File: src/rtl/ro_sweep_sequencer.sv
// Ring-oscillator measurement sequencer: gates a window of wb_clk_i cycles and counts muxed ro_y_i rising edges, one ring or a sweep.
// Latency: result valid 2+SETTLE_CYCLES+max(gate,1) cycles after the accept edge. Backpressure: REPORT holds results until res_ready_i.
// Optional abort_i port enabled by defining RO_SWEEP_ABORT_EN.
module ro_sweep_sequencer #(
    parameter int NUM_RO        = 16,
    parameter int CNT_W         = 20,
    parameter int GATE_W        = 16,
    parameter int SETTLE_CYCLES = 16
) (
    input  logic              wb_clk_i,
    input  logic              wb_rst_ni,
    input  logic              cmd_valid_i,
    output logic              cmd_ready_o,
    input  logic              cmd_sweep_i,
    input  logic [3:0]        cmd_ro_i,
    input  logic [4:0]        cmd_cfg_i,
    input  logic [GATE_W-1:0] cmd_gate_i,
    input  logic              ro_y_i,
    output logic              ro_start_o,
    output logic [4:0]        ro_cfg_o,
    output logic [3:0]        mux_sel_o,
    output logic              res_valid_o,
    input  logic              res_ready_i,
    output logic [3:0]        res_ro_o,
    output logic [CNT_W-1:0]  res_count_o,
    output logic              res_sat_o,
`ifdef RO_SWEEP_ABORT_EN
    input  logic              abort_i,
`endif
    output logic              busy_o
);

    localparam int TW = (GATE_W > $clog2(SETTLE_CYCLES) + 1) ? GATE_W : $clog2(SETTLE_CYCLES) + 1;
    localparam logic [3:0] LAST_RO = 4'(NUM_RO - 1);

    typedef enum logic [2:0] {IDLE, SETUP, SETTLE, MEASURE, LATCH, REPORT} state_t;

    state_t             state_q, state_d;
    logic               sweep_q, sweep_d;
    logic [3:0]         ro_q, ro_d;
    logic [4:0]         cfg_q, cfg_d;
    logic [GATE_W-1:0]  gate_q, gate_d;
    logic [TW-1:0]      tmr_q, tmr_d;
    logic [CNT_W-1:0]   cnt_q, cnt_d;
    logic               start_q, start_d;
    logic               vld_q, vld_d;
    logic [CNT_W-1:0]   rcnt_q, rcnt_d;
    logic               sat_q, sat_d;
    logic               sync1_q, sync2_q, prev_q;
    logic               edge_w;
    logic               abort_w;
    logic [TW-1:0]      gate_m1;

`ifdef RO_SWEEP_ABORT_EN
    assign abort_w = abort_i;
`else
    assign abort_w = 1'b0;
`endif

    // Edge detector runs in every state so nothing is lost at the window edges.
    assign edge_w  = sync2_q & ~prev_q;
    assign gate_m1 = (gate_q == '0) ? '0 : (TW'(gate_q) - TW'(1));

    always_comb begin
        state_d = state_q;
        sweep_d = sweep_q;
        ro_d    = ro_q;
        cfg_d   = cfg_q;
        gate_d  = gate_q;
        tmr_d   = tmr_q;
        cnt_d   = cnt_q;
        start_d = start_q;
        vld_d   = vld_q;
        rcnt_d  = rcnt_q;
        sat_d   = sat_q;
        case (state_q)
            IDLE: begin
                if (cmd_valid_i) begin
                    sweep_d = cmd_sweep_i;
                    ro_d    = cmd_sweep_i ? 4'd0 : cmd_ro_i;
                    cfg_d   = cmd_cfg_i;
                    gate_d  = cmd_gate_i;
                    rcnt_d  = '0;
                    sat_d   = 1'b0;
                    start_d = 1'b0;
                    state_d = SETUP;
                end
            end
            SETUP: begin
                cnt_d   = '0;
                start_d = 1'b1;
                tmr_d   = TW'(SETTLE_CYCLES - 1);
                state_d = SETTLE;
            end
            SETTLE: begin
                if (tmr_q == '0) begin
                    tmr_d   = gate_m1;
                    state_d = MEASURE;
                end else begin
                    tmr_d = tmr_q - TW'(1);
                end
            end
            MEASURE: begin
                if (edge_w && (cnt_q != '1)) begin
                    cnt_d = cnt_q + CNT_W'(1);
                end
                if (tmr_q == '0) begin
                    state_d = LATCH;
                end else begin
                    tmr_d = tmr_q - TW'(1);
                end
            end
            LATCH: begin
                rcnt_d  = cnt_q;
                sat_d   = &cnt_q;
                vld_d   = 1'b1;
                state_d = REPORT;
            end
            REPORT: begin
                if (res_ready_i) begin
                    vld_d   = 1'b0;
                    start_d = 1'b0;
                    if (sweep_q && (ro_q != LAST_RO)) begin
                        ro_d    = ro_q + 4'd1;
                        rcnt_d  = '0;
                        sat_d   = 1'b0;
                        state_d = SETUP;
                    end else begin
                        state_d = IDLE;
                    end
                end
            end
            default: state_d = IDLE;
        endcase
        if (abort_w && (state_q != IDLE)) begin
            state_d = IDLE;
            start_d = 1'b0;
            vld_d   = 1'b0;
        end
    end

    always_ff @(posedge wb_clk_i or negedge wb_rst_ni) begin
        if (!wb_rst_ni) begin
            state_q <= IDLE;
            sweep_q <= 1'b0;
            ro_q    <= '0;
            cfg_q   <= '0;
            gate_q  <= '0;
            tmr_q   <= '0;
            cnt_q   <= '0;
            start_q <= 1'b0;
            vld_q   <= 1'b0;
            rcnt_q  <= '0;
            sat_q   <= 1'b0;
            sync1_q <= 1'b0;
            sync2_q <= 1'b0;
            prev_q  <= 1'b0;
        end else begin
            state_q <= state_d;
            sweep_q <= sweep_d;
            ro_q    <= ro_d;
            cfg_q   <= cfg_d;
            gate_q  <= gate_d;
            tmr_q   <= tmr_d;
            cnt_q   <= cnt_d;
            start_q <= start_d;
            vld_q   <= vld_d;
            rcnt_q  <= rcnt_d;
            sat_q   <= sat_d;
            sync1_q <= ro_y_i;
            sync2_q <= sync1_q;
            prev_q  <= sync2_q;
        end
    end

    assign cmd_ready_o = (state_q == IDLE);
    assign busy_o      = (state_q != IDLE);
    assign ro_start_o  = start_q;
    assign ro_cfg_o    = cfg_q;
    assign mux_sel_o   = ro_q;
    assign res_ro_o    = ro_q;
    assign res_valid_o = vld_q;
    assign res_count_o = rcnt_q;
    assign res_sat_o   = sat_q;

endmodule
File: config.mk
export PLATFORM = sky130hd
export DESIGN_NAME = ro_sweep_sequencer
export DESIGN_NICKNAME = d
export VERILOG_FILES = /design/src/rtl/ro_sweep_sequencer.sv
export SDC_FILE = /design/constraint.sdc
export NUM_CORES = 1
export LEC_CHECK = 0
export CAP_MARGIN = 20
export CELL_PAD_IN_SITES_DETAIL_PLACEMENT = 1
export CELL_PAD_IN_SITES_GLOBAL_PLACEMENT = 1
export CORE_ASPECT_RATIO = 1.2
export CORE_MARGIN = 3
export CORE_UTILIZATION = 46
export CTS_CLUSTER_DIAMETER = 60
export DETAILED_ROUTE_END_ITERATION = 16
export HOLD_SLACK_MARGIN = 0.1
export PLACE_DENSITY_LB_ADDON = 0.08
export SETUP_SLACK_MARGIN = 0.15
export SLEW_MARGIN = 0
export SYNTH_ARGS = -nofsm -noshare
export SYNTH_HDL_FRONTEND = slang
export SYNTH_SLANG_ARGS = --single-unit
File: constraint.sdc
create_clock -name wb_clk_i -period 7.3 [get_ports wb_clk_i]
set_clock_uncertainty 0.1 [all_clocks]
set_input_delay 2.19 -clock wb_clk_i [delete_from_list [all_inputs] [get_ports wb_clk_i]]
set_output_delay 2.19 -clock wb_clk_i [all_outputs]
set_load 0.01 [all_outputs]
After elaboration in Yosys (flattened, before gate mapping)
Cells that the tools add are included.
- $add $sub $neg: 4
- equal/unequal tests: 14
- muxes and demuxes: 28
- bitwise logic cells: 2
- reduce and logical (&&, ||, !) cells: 21
- operators by type and width (cell ; number):
    $mux 20 ; 4
    $pmux 20 s3 ; 1
    $mux 16 ; 3
    $pmux 16 s3 ; 1
    $pmux 20 s2 ; 1
    $logic_not 16->1 ; 2
    $sub 16x1->16 const B ; 2
    $add 20x1->20 const B ; 1
    $ne 20x20->1 const B ; 1
    $reduce_and 20->1 ; 1
    $pmux 3 s6 ; 1
    $mux 4 ; 4
    $ne 2x2->1 const B ; 7
    $mux 3 ; 4
    $reduce_and 4->1 ; 3
    $reduce_bool 3->1 ; 4
    $pmux 4 s2 ; 1
    $reduce_and 2->1 ; 4
    $eq 3x2->1 const B ; 2
    $eq 3x3->1 const B ; 2
    $pmux 1 s3 ; 2
    $reduce_bool 2->1 ; 3
    $mux 1 ; 5
    $add 4x1->4 const B ; 1
    8 further kinds ; 9
- register bits: 91
- bits of input ports: 31
- output and inout port bits: 38
- logic and storage cells: 83

Longest topological paths before layout
Gate-level depths: netlist of run 1.
- depth in word-level cells: 5
- depth in mapped cells: 10
- depth with buffers taken out: 8

Least setup slack after synthesis of run 1
No wires, ideal clock.
- kind: input -> register
- from: in cmd_valid_i
- to: reg gate_q[14]
- setup time: 0.125 ns
- arrival time: 3.213 ns
- data required time: 7.075 ns
- setup slack: 3.862 ns
- cell stages on the path: 4
- path buffers: 2
- cell sequence: and2_1 > clkbuf_1 > clkbuf_1 > mux2_2
- cells in the longest elaborated chain, start to end: 1
- RTL lines (what ; line ; text):
    start: declaration ; 12 ; input logic cmd_valid_i,
    $reduce_and 2->1 (no source line) ; -- ;
    end signal: assignment ; 163 ; gate_q <= gate_d;
    end: declaration ; 42 ; logic [GATE_W-1:0] gate_q, gate_d;
No other way between the ends.
A chain may end at the register's enable or synchronous reset.

Worst setup path in the final report of run 1
- from: reg state_q[0]
- to: out busy_o
- cells in the longest elaborated chain, start to end: 1
- RTL lines (what ; line ; text):
    start: declaration ; 38 ; state_t state_q, state_d;
    start signal: assignment ; 159 ; state_q <= state_d;
    $reduce_bool 3->1 ; 177 ; assign busy_o = (state_q != IDLE);
    end: declaration ; 30 ; output logic busy_o
No other way between the ends.

==> results of run 1 <==
area by class of cell:
| class | instances | area, um2 | area share, % |
|---|---|---|---|
| flip-flops and latches | 91 | 2280 | 39.8 |
| multi-input cells | 324 | 2200 | 38.5 |
| repair buffers | 73 | 716 | 12.5 |
| clock buffers | 10 | 239 | 4.18 |
| well taps | 123 | 154 | 2.69 |
| inverters | 18 | 67.6 | 1.18 |
| clock inverters | 6 | 65.1 | 1.14 |
cells by family (layout without fill, tap and decap cells):
kind of cell,after synthesis,after routing
and+or+nand+nor,151,151
buffers and inverters,45,107
xor gates and xnor gates,18,18
adders and majority gates,5,5
DFF,91,91
AOI/OAI and AO/OA,126,126
muxes,24,24
worst paths after layout:
| check | startpoint | to | depth (start not counted) |
|---|---|---|---|
| max in group asynchronous | wb_rst_ni | cnt_q[0] | 2 |
| worst max-delay path | state_q[0] | busy_o | 3 |
| min in group asynchronous | wb_rst_ni | mux_sel_o[3] | 1 |
| worst max register to register | gate_q[0] | tmr_q[1] | 7 |
| worst min-delay path | sync1_q | sync2_q | 0 |
| worst min register to register | sync1_q | sync2_q | 0 |
per-layer routing:
metal / part of all wire [%] / GRT usage (%) / vias to the layer above
met2: 53 / 40.8 / 80
met5: 0 / 0 / -
met1: 42 / 28.0 / 2005
met4: 2.2 / 9.05 / 0
met3: 3.1 / 3.94 / 24
li1: - / - / 1833
registers in the layout (all words and copies together) (netlist names):
name and cells:
cnt_q 20, res_count_o 20, gate_q 16, tmr_q 16, ro_cfg_o 5, mux_sel_o 4
state_q 3, prev_q 1, res_sat_o 1, res_valid_o 1, ro_start_o 1, sweep_q 1
sync1_q 1, sync2_q 1
critical path: stages (launching register included):
cell                              delay (ns)
sky130_fd_sc_hd__dfrtp_1                0.64
sky130_fd_sc_hd__clkinv_1               0.43
sky130_fd_sc_hd__nand3_1                0.23
sky130_fd_sc_hd__clkdlybuf4s50_1        0.55
cell usage in the layout (no fill, tap or decap), types with 6 or more instances in the layout:
cell | synthesis | routed
sky130_fd_sc_hd__nor4_1 | 9 | 9
sky130_fd_sc_hd__nor3_1 | 17 | 16
sky130_fd_sc_hd__or3_1 | 12 | 12
sky130_fd_sc_hd__nor2_1 | 34 | 34
sky130_fd_sc_hd__inv_1 | 15 | 15
sky130_fd_sc_hd__xnor2_1 | 8 | 8
sky130_fd_sc_hd__xor2_1 | 10 | 10
sky130_fd_sc_hd__nand2b_1 | 9 | 9
sky130_fd_sc_hd__dfrtp_1 | 91 | 91
sky130_fd_sc_hd__clkdlybuf4s50_1 | 0 | 67
sky130_fd_sc_hd__clkbuf_16 | 0 | 9
sky130_fd_sc_hd__a22o_1 | 24 | 24
sky130_fd_sc_hd__nand3_1 | 19 | 19
sky130_fd_sc_hd__a21oi_1 | 21 | 21
sky130_fd_sc_hd__buf_4 | 5 | 6
sky130_fd_sc_hd__o311ai_0 | 7 | 7
sky130_fd_sc_hd__o211ai_1 | 6 | 6
sky130_fd_sc_hd__o31ai_1 | 6 | 6
sky130_fd_sc_hd__o21ai_0 | 23 | 22
sky130_fd_sc_hd__nand2_1 | 25 | 25
sky130_fd_sc_hd__mux2_2 | 20 | 20
power by group through the flow:
stage | sequential (mW) | combinational (mW) | clock, mW
floorplan | 0.753 | 0.369 | 0
global placement | 0.778 | 0.523 | 0
detailed placement | 0.789 | 0.543 | 0
CTS | 0.782 | 0.550 | 0.480
global route | 0.807 | 0.606 | 0.502
finish | 0.782 | 0.546 | 0.471
==> reports/qor.yml, run 1 <==
run_status: "completed"
worst-endpoint-required_ns: 5.01
tritoncts.num_buffers: 9
pwr-share-clk_pct: 26.2
num_vias: 3942
syn_nets: 496
grt_max_degree: 54
post_route_setup_tns_ns: 0
post-synth-top-area-cell: "sky130_fd_sc_hd__dfrtp_1"
detail_route.wl_per_cell_um: 19.3
floorplan.initialDensity_pct: 48.2
pwr_density_cell_nw_per_um2: 314
synthMuxAreaShare_pct: 5.67
design.die.area_um2: 11400
first_global_vias: 4102
row_count: 39
die_y_um: 116
grt_pass1_wl_um: 21000
route.detailed.vias_per_inst: 6.11
hold_slack_ns: 0.262
postSynth.asyncResetShare_pct: 100
syn-mean-instance-area_um2: 10.2
gr-usage-all-layers_pct: 23.0
synth.area.top_cells: "sky130_fd_sc_hd__dfrtp_1, sky130_fd_sc_hd__mux2_2, sky130_fd_sc_hd__a22o_1, sky130_fd_sc_hd__nor2_1, sky130_fd_sc_hd__o21ai_0"
seq_power_share_pct: 43.5
syn_area_um2: 4680
synth-seq-area-share_pct: 48.7
arrival_ns: 2.20
globalplace.congestion: 0.815
setup_slack_ns: 2.81
grt-ovfl-total: 0
max_clock_freq_mhz: 223
synth_ff_type: "sky130_fd_sc_hd__dfrtp_1"
leakage_nw: 2.33
cts_hold_buffers: 0
synth-compound-area-share_pct: 19.8
synth-xor-area-share_pct: 3.37
criticalPathCategory: "reg -> out"
cells_after_dpl: 629
dp.final_hpwl_um: 8920
syn_inst: 460
postLayoutCellArea_um2: 5720
antenna_violations_before_repair: 0
synth_simple_gate_area_share_pct: 16.7
setup.worst_path.end_class: "output port"
max_cap_viol_count: 0
ioPinCount: 69
share_of_the_cycle_needed_by_the_critical_path_after_routing_pct: 61.5
yosysUniqueCellTypes: 62
final_count_of_hold_timing_violations: 0
ant_nets: 0
wirelength_um: 12500
dpl_worst_slack_ns: 3.08
internal_power_mw: 1.18
ys_seq_elements: 91
power.switching_fraction_pct: 34.4
insertedDiodeCount: 0
drtIter0Drc: 181
setup.worst_path.start_class: "register"
power_switching_uw: 619
clk_latency_ns: 0.34
grt_setup_unrepaired: "false"
synth_top_family_by_area: "compound AO/OA/AOI/OAI gates"
post_cts_buffers: 0
setup-violations-final: 0
timing.slew.headroom_pct: 25.8
buffers_added_on_ports: 68
layout.core_utilization_pct: 58.9
share_of_post_route_cells_with_drive_strength_above_1_pct: 10.2
core_area_um2: 9710
final_net_count: 553
cts-root-buf: "sky130_fd_sc_hd__clkbuf_16"
period_minus_slack_ns: 4.49
power_after_layout_mw: 1.80
fillers: 1083
cts_tree: "built"
clock_tree.htree_level_count: 3
holdCritPathClass: "reg -> reg"
post_layout_nonfiller_instances: 645
yosysWarningCount: 0
drt_first_pass_iters: 4
synth_most_common_cell: "sky130_fd_sc_hd__dfrtp_1"
ff2ff_setup_slack_ns: 4.00
post-route-drc-count: 0
power.combinational.fraction_pct: 30.3
area.growth.synth_to_final_pct: 22.3
power.ir.vdd_worst_v: 0.000185
synthTopCellsByCount: "sky130_fd_sc_hd__dfrtp_1, sky130_fd_sc_hd__nor2_1, sky130_fd_sc_hd__nand2_1"
yosys.area_share.adder_pct: 1.34
tightestPinTransition_ns: 1.10
cts.clk_slew.worst_paths_ns: 0.07
ctsResizeCount: 0
finalMaxSlewViolations: 0
cts_buffer_depth: 2
synth-edff-count: 0
placement.cell_area_um2: 5410
crit_path_max_fanout: 14
yosys.area.top_type_share_pct: 48.7
clock-sinks: 91
floorplan.die.width_um: 98.0
Power figures use the tool's default switching activity.
==> run 2, diff against run 1 <==
--- a/config.mk
+++ b/config.mk
@@ -10,7 +10,7 @@
 export CELL_PAD_IN_SITES_GLOBAL_PLACEMENT = 1
 export CORE_ASPECT_RATIO = 1.2
 export CORE_MARGIN = 3
-export CORE_UTILIZATION = 46
+export CORE_UTILIZATION = 38
 export CTS_CLUSTER_DIAMETER = 60
 export DETAILED_ROUTE_END_ITERATION = 16
 export HOLD_SLACK_MARGIN = 0.1
==> constraint.sdc (replaced) <==
create_clock -name wb_clk_i -period 3.75 [get_ports wb_clk_i]
set_clock_uncertainty 0.1 [all_clocks]
set_input_delay 1.125 -clock wb_clk_i [delete_from_list [all_inputs] [get_ports wb_clk_i]]
set_output_delay 1.125 -clock wb_clk_i [all_outputs]
set_load 0.01 [all_outputs]
==> reports/qor.yml, run 2 (same netlist as run 1, synthesis figures left out) <==
run_status: "completed"
num_vias: 3911
floorplan.initialDensity_pct: 39.7
dp.final_hpwl_um: 8820
detail_route.wl_per_cell_um: 17.4
power_after_layout_mw: 3.53
gr-usage-all-layers_pct: 18.3
cts_hold_buffers: 0
max_clock_freq_mhz: 293
grt_max_degree: 49
crit_path_max_fanout: 14
ff2ff_setup_slack_ns: 0.73
drtIter0Drc: 200
timing.slew.headroom_pct: 53.2
most-common-layout-cells: "sky130_fd_sc_hd__dfrtp_1, sky130_fd_sc_hd__clkdlybuf4s50_1, sky130_fd_sc_hd__nor2_1"
share_of_the_cycle_needed_by_the_critical_path_after_routing_pct: 91.1
grt_setup_unrepaired: "false"
ioPinCount: 69
route.detailed.vias_per_inst: 5.72
globalplace.congestion: 0.811
setup.worst_path.start_class: "register"
post_cts_buffers: 0
arrival_ns: 2.19
post-route-drc-count: 0
setup-violations-final: 0
ctsResizeCount: 0
period_minus_slack_ns: 3.42
clock_tree.htree_level_count: 3
clock-sinks: 91
drt_first_pass_iters: 4
setup.worst_path.end_class: "output port"
tightestPinTransition_ns: 0.697
holdCritPathClass: "reg -> reg"
floorplan.die.width_um: 107
design.die.area_um2: 13700
first_global_vias: 4089
post_route_setup_tns_ns: 0
fillers: 1290
most_common_library_cell_in_the_layout_ignoring_fill_and_taps: "sky130_fd_sc_hd__dfrtp_1"
wirelength_um: 11900
insertedDiodeCount: 0
power.ir.vdd_worst_v: 0.000300
tritoncts.num_buffers: 9
r2r-start: "tmr_q[0]"
share_of_post_route_cells_with_drive_strength_above_1_pct: 11.2
die_y_um: 128
grt-ovfl-total: 0
final_count_of_hold_timing_violations: 0
cts_buffer_depth: 2
pwr_density_cell_nw_per_um2: 605
core_area_um2: 11800
cts-root-buf: "sky130_fd_sc_hd__clkbuf_16"
holdPathEnd: "sync2_q"
max_cap_viol_count: 0
cts_tree: "built"
area.growth.synth_to_final_pct: 24.5
ant_nets: 0
hold_slack_ns: 0.248
worst-r2r-cell-count: 7
grt_pass1_wl_um: 20400
clk_latency_ns: 0.34
leakage_nw: 2.38
finalMaxSlewViolations: 0
cts.clk_slew.worst_paths_ns: 0.07
row_count: 43
worstHoldPathCells: 0
buffers_added_on_ports: 68
criticalPathCategory: "reg -> out"
timing.rr.end: "tmr_q[8]"
final_net_count: 558
worst-endpoint-required_ns: 2.52
antenna_violations_before_repair: 0
worst_hold_startpoint: "sync1_q"
==> run 2: layout make-up <==
type / instances / area, um2 / area share (%)
inverters: 18 / 71.3 / 1.22
multi-input cells: 324 / 2200 / 37.8
well taps: 157 / 196 / 3.37
clock buffers: 11 / 253 / 4.34
flip-flops and latches: 91 / 2280 / 39.1
clock inverters: 5 / 60.1 / 1.03
repair buffers: 78 / 766 / 13.1
==> run 2: power breakdown <==
part / total, mW / switching, mW / internal, mW
Sequential: 1.52 / 0.293 / 1.23
Clock: 0.938 / 0.382 / 0.555
Combinational: 1.07 / 0.525 / 0.542
Total: 3.53 / 1.20 / 2.33
==> run 2: worst max-delay path by stage <==
stage	from	end	slack, ns	cells after the start
2_1_floorplan	tmr_q[0]	tmr_q[1]	1.16	9
3_3_place_gp	state_q[0]	busy_o	0.72	3
3_5_place_dp	state_q[0]	busy_o	0.64	3
4_1_cts	state_q[0]	busy_o	0.26	3
5_1_grt	state_q[0]	busy_o	0.22	3
6_report	state_q[0]	busy_o	0.33	3
==> run 2: layer usage <==
| metal | vias up | routed length, um | track usage [%] |
|---|---|---|---|
| li1 | 1830 | - | - |
| met1 | 1992 | 5130 | 22.3 |
| met2 | 68 | 6190 | 32.3 |
| met3 | 21 | 363 | 3.44 |
| met4 | 0 | 229 | 5.72 |
| met5 | - | 0 | 0 |
==> run 2: stage by stage <==
step	instances	util [%]	setup slack, ns	instance area, um2
2_1_floorplan	460	-	1.16	4680
3_3_place_gp	668	46.7	0.720	5510
3_5_place_dp	668	46.7	0.640	5510
4_1_cts	684	49.4	0.262	5820
5_1_grt	684	49.4	0.220	5820
6_report	684	49.4	0.333	5820
==> run 2: critical path, cell delays in order (launching register included) <==
cell and delay, ns:
sky130_fd_sc_hd__dfrtp_1 0.68, sky130_fd_sc_hd__clkinvlp_4 0.40, sky130_fd_sc_hd__nand3_1 0.21, sky130_fd_sc_hd__clkdlybuf4s50_1 0.56
